<file path="src/rtl/mor_pkg.sv">
// Shared types and timing multipliers for the Morse key decoder.
// Used by the decoder RTL and by reference models of it.
package mor_pkg;

   typedef enum logic [1:0] {
      IDLE,
      MARK,
      GAP
   } state_t;

   // Durations in Morse time units
   localparam int DASH_UNITS = 2;
   localparam int CHAR_UNITS = 2;
   localparam int WORD_UNITS = 5;
   localparam int ERR_UNITS  = 7;

endpackage

</file>
<file path="src/rtl/mor_sync.sv">
// Two-flop synchronizer for the raw key line.
// Ports: clk, rst (async active-low), d (async in), q (synced out).
module mor_sync (
   input  logic clk,
   input  logic rst,
   input  logic d,
   output logic q
);

   logic s1;

   always_ff @(posedge clk or negedge rst) begin
      if (!rst) begin
         s1 <= 1'b0;
         q  <= 1'b0;
      end else begin
         s1 <= d;
         q  <= s1;
      end
   end

endmodule

</file>
<file path="src/rtl/mor_key_decoder.sv">
// Times key mark/gap lengths and emits one-cycle symbol pulses.
// Ports: clk, rst (async active-low), key_in (raw key, 1 = mark),
//   dot_out, dash_out, char_space_out, word_space_out, err_out.
module mor_key_decoder
   import mor_pkg::*;
#(
   parameter int UNIT_CYCLES = 4,
   parameter int CW = $clog2(7*UNIT_CYCLES+1)
) (
   input  logic clk,
   input  logic rst,
   input  logic key_in,
   output logic dot_out,
   output logic dash_out,
   output logic char_space_out,
   output logic word_space_out,
   output logic err_out
);

   localparam logic [CW-1:0] ONE    = CW'(1);
   localparam logic [CW-1:0] DASH_T = CW'(DASH_UNITS*UNIT_CYCLES);
   localparam logic [CW-1:0] CHAR_T = CW'(CHAR_UNITS*UNIT_CYCLES);
   localparam logic [CW-1:0] WORD_T = CW'(WORD_UNITS*UNIT_CYCLES);
   localparam logic [CW-1:0] ERR_T  = CW'(ERR_UNITS*UNIT_CYCLES);

   logic          key_s;
   state_t        state_q, state_d;
   logic [CW-1:0] cnt_q, cnt_d;
   logic          dot_d, dash_d, char_d, word_d, err_d;

   mor_sync u_sync (
      .clk (clk),
      .rst (rst),
      .d   (key_in),
      .q   (key_s)
   );

   always_comb begin
      state_d = state_q;
      cnt_d   = cnt_q;
      dot_d   = 1'b0;
      dash_d  = 1'b0;
      char_d  = 1'b0;
      word_d  = 1'b0;
      err_d   = 1'b0;
      unique case (state_q)
         IDLE: begin
            if (key_s) begin
               state_d = MARK;
               cnt_d   = ONE;
            end
         end
         MARK: begin
            if (key_s) begin
               // Saturate so an overlong mark stays classified as error
               if (cnt_q != ERR_T)
                  cnt_d = cnt_q + ONE;
            end else begin
               state_d = GAP;
               cnt_d   = ONE;
               if (cnt_q >= ERR_T)
                  err_d = 1'b1;
               else if (cnt_q >= DASH_T)
                  dash_d = 1'b1;
               else
                  dot_d = 1'b1;
            end
         end
         GAP: begin
            // Word gap wins over a rise on the same cycle, so a
            // gap gets at most one space pulse
            if (cnt_q == WORD_T) begin
               word_d  = 1'b1;
               state_d = IDLE;
               cnt_d   = '0;
            end else if (key_s) begin
               state_d = MARK;
               cnt_d   = ONE;
               char_d  = (cnt_q >= CHAR_T);
            end else begin
               cnt_d = cnt_q + ONE;
            end
         end
         default: begin
            state_d = IDLE;
            cnt_d   = '0;
         end
      endcase
   end

   always_ff @(posedge clk or negedge rst) begin
      if (!rst) begin
         state_q        <= IDLE;
         cnt_q          <= '0;
         dot_out        <= 1'b0;
         dash_out       <= 1'b0;
         char_space_out <= 1'b0;
         word_space_out <= 1'b0;
         err_out        <= 1'b0;
      end else begin
         state_q        <= state_d;
         cnt_q          <= cnt_d;
         dot_out        <= dot_d;
         dash_out       <= dash_d;
         char_space_out <= char_d;
         word_space_out <= word_d;
         err_out        <= err_d;
      end
   end

endmodule

</file>
<file path="config.mk">
export PLATFORM = sky130hd
export DESIGN_NAME = mor_key_decoder
export DESIGN_NICKNAME = d
export VERILOG_FILES = /design/src/rtl/mor_pkg.sv /design/src/rtl/mor_sync.sv /design/src/rtl/mor_key_decoder.sv
export SDC_FILE = /design/constraint.sdc
export NUM_CORES = 1
export LEC_CHECK = 0
export BUFFER_PORTS_ARGS = -buffer_cell sky130_fd_sc_hd__buf_4
export CAP_MARGIN = 40
export CORE_AREA = 2 2 39 41
export CTS_CLUSTER_DIAMETER = 80
export CTS_CLUSTER_SIZE = 24
export DETAILED_ROUTE_END_ITERATION = 8
export DIE_AREA = 0 0 41 43
export PLACE_DENSITY = 0.76
export SETUP_SLACK_MARGIN = 0.2
export SLEW_MARGIN = 10
export SYNTH_ARGS = -nofsm -noshare
export SYNTH_HDL_FRONTEND = slang
export SYNTH_HIERARCHICAL = 1
export SYNTH_SLANG_ARGS = --single-unit
</file>
<file path="constraint.sdc">
create_clock -name clk -period 2.6 [get_ports clk]
set_input_delay 0.26 -clock clk [delete_from_list [all_inputs] [get_ports clk]]
set_output_delay 0.26 -clock clk [all_outputs]
set_load 0.03 [all_outputs]
</file>
==> results of run 1 <==
==> area by class of cell <==
cell class / count / area, sq um / area share [%]
Sequential cell: 14 / 350 / 44.0
Multi-Input combinational cell: 42 / 317 / 39.7
Timing Repair Buffer: 8 / 62.6 / 7.85
Clock buffer: 4 / 36.3 / 4.55
Tap cell: 16 / 20.0 / 2.51
Inverter: 3 / 11.3 / 1.41
==> cells in the mapped netlist (all sizes together) (2+ instances only) <==
master,n,area (sq um)
dfrtp,14,350
nor2,9,41.3
nand2,5,18.8
a221o,3,30.0
buf,3,27.5
inv,3,11.3
nand3,3,15.0
nor3,3,15.0
nor3b,3,32.5
a21oi,2,10.0
ha,2,25.0
==> worst max-delay path by stage <==
stage,endpoint,slack (ns),depth (start not counted)
final,cnt_q[2],0.92,6
after global routing,cnt_q[2],0.86,6
after CTS,cnt_q[2],0.92,6
after detailed placement,cnt_q[2],0.95,6
after global placement,cnt_q[2],0.98,6
after floorplan,cnt_q[2],1.05,6
==> layer usage <==
metal  vias to the layer above  GRT usage [%]
li1                        241              -
met4                         0           6.00
met1                       244           22.6
met3                         2           6.28
met2                        16           25.9
met5                         -              0
==> logic make-up (layout without fill, tap and decap cells) <==
group / count (synthesis) / after routing
buffers and inverters: 6 / 15
adders and majority gates: 2 / 2
DFF: 14 / 14
AOI/OAI and AO/OA: 11 / 11
and+or+nand+nor: 29 / 29
==> worst max-delay path, cell delays in order, from the launching register on <==
cell and delay [ns]:
dfrtp_1 0.42, inv_1 0.06, ha_1 0.21, and4b_4 0.24, o32a_4 0.39, nor3b_2 0.17
a221o_1 0.13
==> where the power goes <==
| group | internal, mW | switching [mW] | total (mW) |
|---|---|---|---|
| clock network | 0.0853 | 0.0731 | 0.158 |
| logic | 0.0272 | 0.0288 | 0.0560 |
| registers | 0.228 | 0.0184 | 0.247 |
==> state kept, by name, summed over array words and instances, names as in the netlist <==
register / cells
state_q: 2
char_space_out: 1
u_sync/s1: 1
dash_out: 1
cnt_q: 5
word_space_out: 1
err_out: 1
u_sync/q: 1
dot_out: 1
==> timing repair <==
item	CTS	global route
hold buffers	1	0
hold endpoints to repair	14	0
endpoints found under the setup margin	0	0
==> results.toml, run 1 <==
[clocking]
cts_root_buffer = "clkbuf_4"
cts_num_sinks = 14
cts_buffers = 3
tritoncts = "built"
clk_latency_ns = 0.28
ctsHtreeMaxLevel = 1
cts.repair.resized = 0
clockBufferDepth = 2
path_clk_slew_ns = 0.08
cts_setup_buffers = 0

[routing]
firstDrtPassIters = 4
wl_met2_um = 581
drc = 0
top_layer_used = "met4"
antenna_left = 0
wl_met3_um = 70
wl_per_cell_um = 13.6
drt-met1-wl_um = 505
vias = 503
drt_iter0_drc = 16
routed_wl_um = 1180
viasPerCell = 5.78

[timing]
fmax_mhz = 595
hold_ws_ns = 0.0750
rsz0062_at_grt = "false"
setup_viol = 0
finalCriticalPeriod_ns = 1.68
max-slew-margin-rel_pct = 72.9
finalCritPeriodShare_pct = 64.7
maxSlewViolCount = 0
clock_skew_ns = 0.00123
hold_viol = 0
worst_pin_slew_ns = 0.407
fin_tns_setup_ns = 0
fin_ws_ns = 0.919

[yosys]
synth_edf_count = 0
post_synth_num_cell_types = 26
ys_seq_area_share_pct = 49.6
synth_seq_cells = 14
syn_nets = 67
synth_compound_area_share_pct = 17.0
synth_top_family_by_area = "simple AND/OR/NAND/NOR gates"
synth.avg_cell_area_sq_um = 11.4
synth.area.mux_share_pct = 0
synthXorXnorAreaFrac_pct = 0
synthAdderAreaFrac_pct = 3.55
async_reset_ff_share_pct = 100
synth-simple-area-share_pct = 24.3
synth_top_flop_cell = "dfrtp_1"
yosys_warnings = 6
synth_area_sq_um = 706
synth_cells = 62

[final_layout]
nFillCells = 115
final_area_sq_um = 797
layout_commonest_cell = "dfrtp_1"
num-nets-final = 77
final_cell_mix = "dfrtp_1 (14), nor2_1 (8), buf_4 (7)"
fin_util_pct = 57.6
layout-drive-gt1-share_pct = 23.9
n_antenna_cell = 0
area_growth_pct = 12.9
final_cells = 87

[job]
max_cap_violations = 0

[outcome]
outcome = "complete, no violations"

[floorplan]
die_x_um = 41
top_level_ports = 8
dieArea_sq_um = 1760
fp.coreArea_sq_um = 1380
rows = 14
die_y_um = 43
initial_core_util_pct = 51.0

[setup_path]
worstSetupStartpointType = "register"
reg2reg_depth = 6
critPathLaunch = "cnt_q[0]"
worstReg2RegEnd = "cnt_q[2]"
crit_type = "register to register"
reg2reg_slack_ns = 0.92
cp-end-kind = "register"
crit_required_ns = 2.83
path_max_fanout = 6
r2r_start = "cnt_q[0]"
crit_arrival_ns = 1.91

[place]
globalplace.congestion = 0.780
io_buffer_count = 7
pre_cts_ws_ns = 0.946
dp.cells = 82
place_area_sq_um = 751
dp_hpwl_um = 815

[pwr]
finalPower_mw = 0.461
powerDensity_nw_per_um2 = 578
p_leak_nw = 0.354
ir_worst_vdd_uv = 333

[min_path]
worstHoldStart = "key_in"
hold_class = "input port to register"
hold_depth = 1
hold_path_end = "u_sync/s1"

[global_route]
grt_pass1_vias = 451
grt_usage_pct = 17.4
globalRouteOverflowTotal = 0
grt_pass1_wl_um = 2040
antenna_found_initial = 0
grt_max_degree = 15
Power figures use the tool's default switching activity.
==> run 2: changes to the inputs <==
--- a/config.mk
+++ b/config.mk
@@ -5,14 +5,14 @@
 export SDC_FILE = /design/constraint.sdc
 export NUM_CORES = 1
 export LEC_CHECK = 0
+export ABC_AREA = 1
 export BUFFER_PORTS_ARGS = -buffer_cell sky130_fd_sc_hd__buf_4
 export CAP_MARGIN = 40
-export CORE_AREA = 2 2 39 41
+export CORE_UTILIZATION = 54
 export CTS_CLUSTER_DIAMETER = 80
 export CTS_CLUSTER_SIZE = 24
 export DETAILED_ROUTE_END_ITERATION = 8
-export DIE_AREA = 0 0 41 43
-export PLACE_DENSITY = 0.76
+export PLACE_DENSITY = 0.77
 export SETUP_SLACK_MARGIN = 0.2
 export SLEW_MARGIN = 10
 export SYNTH_ARGS = -nofsm -noshare
==> constraint.sdc (replaced) <==
create_clock -name clk -period 1.65 [get_ports clk]
set_input_delay 0.165 -clock clk [delete_from_list [all_inputs] [get_ports clk]]
set_output_delay 0.165 -clock clk [all_outputs]
set_load 0.03 [all_outputs]
==> run 2 against run 1 <==
Clock-buffer cell count unchanged. Sequential power up 54%. Clock skew up 0.0089 ns. Critical endpoint is now cnt_q[3]. Worst hold slack better by 0.17 ns. Critical path depth up 3. First-iteration DRC count down 13%. Synthesized area up 2.0%. Combinational power up 110%. Power up 63%. Non-clock buffer count up 2. Synthesized cell count up 47%. Sequential share of layout area down 3.1 points.
==> results.toml, run 2 <==
[place]
dp.cells = 112
pre_cts_ws_ns = 0.238
globalplace.congestion = 0.940
dp_hpwl_um = 963
place_area_sq_um = 790
io_buffer_count = 7

[yosys]
synth_cells = 91
post_synth_num_cell_types = 18
synth_area_leaders = "dfrtp_1 (49%), nand2_1 (13%), inv_1 (6.8%)"
synth_seq_cells = 14
synth_top_area_share_pct = 48.7
synth_most_common_cell = "nand2_1"
synth_top_flop_cell = "dfrtp_1"
synth_edf_count = 0
synth.avg_cell_area_sq_um = 7.91
synth.top_cells.by_count = "nand2_1 (24), dfrtp_1 (14), inv_1 (13), nor2_1 (12), nand3_1 (7)"
synth_area_sq_um = 719
async_reset_ff_share_pct = 100
yosys_warnings = 6
synth_area_leader_cell = "dfrtp_1"
syn_nets = 96
ys_seq_area_share_pct = 48.7

[final_layout]
num-nets-final = 111
layout-drive-gt1-share_pct = 23.8
largestRegisters = "cnt_q: 5 flops, state_q: 2 flops"
final_cell_mix = "nand2_1 (22), dfrtp_1 (14), inv_1 (13)"
n_antenna_cell = 0
area_growth_pct = 19.3
layout_commonest_cell = "nand2_1"
top_register = "cnt_q"
largest_reg_flops = 5
final_area_sq_um = 858
final_cells = 119
fin_util_pct = 73.3

[clocking]
ctsHtreeMaxLevel = 1
cts_num_sinks = 14
path_clk_slew_ns = 0.09
cts_root_buffer = "clkbuf_4"
cts_buffers = 3
clockBufferDepth = 2
tritoncts = "built"
clk_latency_ns = 0.30

[routing]
antenna_left = 0
viasPerCell = 5.18
wl_per_cell_um = 12.0
routed_wl_um = 1420
drc = 0
vias = 616
firstDrtPassIters = 4
drt_iter0_drc = 14

[timing]
hold_viol = 0
max-slew-margin-rel_pct = 84.9
setup_viol = 0
fin_tns_setup_ns = 0
fin_ws_ns = 0.322
fmax_mhz = 753
finalCriticalPeriod_ns = 1.33
rsz0062_at_grt = "false"
finalCritPeriodShare_pct = 80.5
worst_pin_slew_ns = 0.227
maxSlewViolCount = 0
hold_ws_ns = 0.244
clock_skew_ns = 0.0102

[floorplan]
top_level_ports = 8
die_y_um = 38.5
rows = 12
dieArea_sq_um = 1480
fp.coreArea_sq_um = 1170
die_x_um = 38.5
initial_core_util_pct = 61.4

[pwr]
finalPower_mw = 0.754
ir_worst_vdd_uv = 567
p_leak_nw = 0.454
powerDensity_nw_per_um2 = 878

[global_route]
antenna_found_initial = 0
grt_pass1_wl_um = 2370
grt_pass1_vias = 551
grt_max_degree = 15
globalRouteOverflowTotal = 0
grt_usage_pct = 25.3

[job]
max_cap_violations = 0

[setup_path]
critPathLaunch = "cnt_q[0]"
worst-path-buf-inv = 2
crit_type = "register to register"
cp-endpoint = "cnt_q[3]"
crit_family = "simple AND/OR/NAND/NOR gates"
worst-path-stages = 9
crit_arrival_ns = 1.57
reg2reg_depth = 9
reg2reg_slack_ns = 0.32
r2r_start = "cnt_q[0]"
path_max_fanout = 6
cp-end-kind = "register"
crit_required_ns = 1.89
worstSetupStartpointType = "register"
worstPathCellList = "inv_1 > ha_1 > nand2_1 > inv_1 > nand2_2 > nand3_1 > nand2_2 > nand2_1 > a21oi_2"
worstReg2RegEnd = "cnt_q[3]"
slowest_stage = "dfrtp_1"
max_stage_delay_ns = 0.40

[min_path]
hold_class = "input port to asynchronous set/reset pin"

[outcome]
outcome = "complete, no violations"
[run 2: cell count changes after synthesis, sizes merged, moves of 2 or more]
| cell | change |
|---|---|
| nor3 | -2 |
| nor2 | +5 |
| buf | -3 |
| nand3 | +5 |
| nand2 | +22 |
| nor3b | -3 |
| inv | +12 |
| o21ai | +5 |
| a221o | -3 |
[run 2: cells by family (layout without fill, tap and decap cells)]
kind of cell	Yosys count	count (layout)	synth area share [%]
simple gates	50	50	30.8
buf+inv	15	29	8.17
flops	14	14	48.7
compound gates	10	10	8.87
fa+ha+maj	2	2	3.48
[run 2: worst min-delay path by stage]
stage                           endpoint  slack, ns  cells after the start
final                     char_space_out       0.24                      2
after global routing            u_sync/q       0.26                      2
after CTS                 char_space_out       0.27                      2
after detailed placement        dash_out       0.02                      1
after global placement           dot_out       0.02                      1
after floorplan           char_space_out      -0.13                      0
[run 2: report_power, final]
part / internal, mW / switching [mW] / leakage [nW]
logic: 0.0443 / 0.0746 / 0.249
registers: 0.360 / 0.0199 / 0.183
clock network: 0.135 / 0.120 / 0.0210
[run 2: repair_timing]
item,in CTS,in global routing
endpoints found under the setup margin,0,3
gates resized for setup,0,2
setup buffers,0,1
hold endpoints to repair,15,0
hold buffers,2,0
[run 2: cell type report]
type	instances	area (sq um)
clock buffer	4	36.3
sequential	14	350
tap	14	17.5
multi-input combinational	62	315
timing repair buffer	10	80.1
fill	92	313
inverter	15	58.8
[run 2: worst reg2reg max path, cell delays in order, from the launching register on]
cell	delay, ns
dfrtp_1	0.40
inv_1	0.06
ha_1	0.19
nand2_1	0.08
inv_1	0.05
nand2_2	0.11
nand3_1	0.12
nand2_2	0.10
nand2_1	0.06
a21oi_2	0.10
[run 2: layer usage]
metal / vias to the layer above / GRT usage [%] / routed length [um]
li1: 311 / - / -
met1: 282 / 30.4 / 667
met2: 18 / 39.6 / 650
met3: 5 / 8.72 / 69
met4: 0 / 12.9 / 36
met5: - / 0 / 0
==> run 3: changes to the inputs <==
--- a/config.mk
+++ b/config.mk
@@ -5,14 +5,14 @@
 export SDC_FILE = /design/constraint.sdc
 export NUM_CORES = 1
 export LEC_CHECK = 0
-export ABC_AREA = 1
+export ABC_AREA = 0
 export BUFFER_PORTS_ARGS = -buffer_cell sky130_fd_sc_hd__buf_4
 export CAP_MARGIN = 40
 export CORE_UTILIZATION = 54
 export CTS_CLUSTER_DIAMETER = 80
 export CTS_CLUSTER_SIZE = 24
 export DETAILED_ROUTE_END_ITERATION = 8
-export PLACE_DENSITY = 0.77
+export PLACE_DENSITY = 0.78
 export SETUP_SLACK_MARGIN = 0.2
 export SLEW_MARGIN = 10
 export SYNTH_ARGS = -nofsm -noshare
==> constraint.sdc (replaced) <==
create_clock -name clk -period 1.3 [get_ports clk]
set_input_delay 0.13 -clock clk [delete_from_list [all_inputs] [get_ports clk]]
set_output_delay 0.13 -clock clk [all_outputs]
set_load 0.03 [all_outputs]
==> run 3 against run 2 <==
The flow now finishes with violations (setup timing). Fmax is 14% lower. Setup slack worse by 0.57 ns. Critical path depth decreased by 3. Power increased by 33%. Final cell count decreased by 13%. Register-to-register slack got worse by 0.57 ns. Clock power up 25%. Core utilization rose by 12 points. Sequential share of layout area down 5.0 points. Flip-flop and latch count unchanged. First-iteration DRC count increased by 110%. Critical path type unchanged.
==> results.toml, run 3 (synthesized netlist as in run 1, its figures left out) <==
[timing]
fin_ws_ns = -0.248
clock_skew_ns = 0.0142
worst_pin_slew_ns = 0.381
setup_viol = 9
finalCritPeriodShare_pct = 119
hold_viol = 0
rsz0062_at_grt = "true"
maxSlewViolCount = 0
max-slew-margin-rel_pct = 74.5
finalCriticalPeriod_ns = 1.55
fmax_mhz = 646

[clocking]
cts_buffers = 3
tritoncts = "built"
path_clk_slew_ns = 0.10
clockBufferDepth = 2
cts_num_sinks = 14
cts_root_buffer = "clkbuf_4"
clk_latency_ns = 0.29
ctsHtreeMaxLevel = 1

[outcome]
violations = "setup timing"
outcome = "finished with violations"

[final_layout]
final_cells = 103
largest_reg_flops = 5
layout_commonest_cell = "buf_4"
final_area_sq_um = 986
n_antenna_cell = 0
fin_util_pct = 85.3
num-nets-final = 95
layout-drive-gt1-share_pct = 48.3
top_register = "cnt_q"
final_cell_mix = "buf_4 (22), dfrtp_1 (12), nor2_1 (7)"
area_growth_pct = 39.7
largestRegisters = "cnt_q: 5 flops, state_q: 2 flops"

[routing]
firstDrtPassIters = 4
drt_iter0_drc = 30
viasPerCell = 6.02
wl_per_cell_um = 18.0
antenna_left = 0
routed_wl_um = 1860
vias = 620
drc = 0

[place]
globalplace.congestion = 0.781
dp.cells = 94
pre_cts_ws_ns = -0.184
io_buffer_count = 7
dp_hpwl_um = 929
place_area_sq_um = 853

[pwr]
p_sw_mw = 0.274
finalPower_mw = 1.00
power_frac_clock_pct = 31.7
powerDensity_nw_per_um2 = 1020
p_leak_nw = 0.450
ir_worst_vdd_uv = 926
p_int_mw = 0.728
p_seq_share_pct = 47.9
combinationalPowerShare_pct = 20.4
switching_share_pct = 27.3

[job]
max_cap_violations = 0

[setup_path]
worstPathCellList = "inv_1 > ha_2 > and4b_4 > o32a_4 > nor2_4 > a221o_1"
crit_type = "register to register"
crit_family = "compound AO/OA/AOI/OAI gates"
cp-end-kind = "register"
path_max_fanout = 4
crit_arrival_ns = 1.72
slowest_stage = "dfrtp_1"
max_stage_delay_ns = 0.40
worst-path-buf-inv = 1
crit_required_ns = 1.47
worstSetupStartpointType = "register"

[global_route]
grt_pass1_wl_um = 2330
grt_max_degree = 15
antenna_found_initial = 0
grt_usage_pct = 25.2
globalRouteOverflowTotal = 0
grt_pass1_vias = 503

[floorplan]
dieArea_sq_um = 1460
rows = 12
top_level_ports = 8
fp.coreArea_sq_um = 1160
initial_core_util_pct = 61.0
die_y_um = 38.2
die_x_um = 38.2

[min_path]
hold_class = "input port to asynchronous set/reset pin"
[run 3: cell count changes in the layout (fill, tap and decap cells not counted), moves of 3 or more]
cell | before | now
nand2_1 | 22 | 4
buf_4 | 8 | 22
inv_1 | 13 | 3
nor2_1 | 12 | 7
nand3_1 | 7 | 3
a221o_1 | 0 | 3
nand2_2 | 4 | 1
nor3b_2 | 0 | 3
o21ai_0 | 4 | 1
[run 3: layout make-up]
type | instances | area [sq um]
Timing Repair Buffer | 26 | 208
Sequential cell | 14 | 353
Clock buffer | 4 | 36.3
Tap cell | 14 | 17.5
Multi-Input combinational cell | 42 | 360
Inverter | 3 | 11.3
Fill cell | 61 | 170
[run 3: timing repair]
action,4_1_cts,5_1_grt
endpoints found under the hold margin,15,0
pin swaps,2,3
hold buffers,2,0
endpoints found under the setup margin,9,11
gates resized for setup,3,11
buffers inserted,1,2
[run 3: power by group through the flow]
stage | Combinational, mW | Clock (mW) | Sequential, mW
5_1_grt | 0.222 | 0.350 | 0.482
6_report | 0.204 | 0.318 | 0.480
2_1_floorplan | 0.0954 | 0 | 0.488
3_5_place_dp | 0.167 | 0 | 0.486
4_1_cts | 0.174 | 0.316 | 0.477
3_3_place_gp | 0.164 | 0 | 0.485
[run 3: path summary, 6_finish.rpt]
path,from,endpoint,slack (ns),cells past startpoint
setup / recovery,cnt_q[1],cnt_q[2],-0.25,6
hold / removal,rst,char_space_out,0.22,2
setup reg to reg,cnt_q[1],cnt_q[2],-0.25,6
hold reg to reg,u_sync/s1,u_sync/q,0.35,0
max in group asynchronous,rst,state_q[1],0.88,2
min in group clk,u_sync/s1,u_sync/q,0.35,0
[run 3: per-stage QoR]
step / hold slack (ns) / TNS [ns]
6_report: 0.218 / -1.49
5_1_grt: 0.235 / -1.85
4_1_cts: 0.230 / -1.12
3_5_place_dp: -0.0139 / -0.909
3_3_place_gp: -0.0169 / -0.704
2_1_floorplan: -0.166 / -0.828
[run 3: worst reg2reg max path, cell delays in order (launching register included)]
cell	delay, ns
dfrtp_1	0.40
inv_1	0.06
ha_2	0.17
and4b_4	0.25
o32a_4	0.19
nor2_4	0.05
a221o_1	0.31
[run 3: metal layers]
metal | global-route usage, % | share of wire [%] | wire length, um | vias to the layer above
met5 | 0 | 0 | 0 | -
met3 | 8.72 | 5.1 | 95 | 2
met4 | 13.4 | 0.54 | 10 | 0
li1 | - | - | - | 275
met1 | 31.3 | 46 | 849 | 318
met2 | 38.1 | 49 | 901 | 25
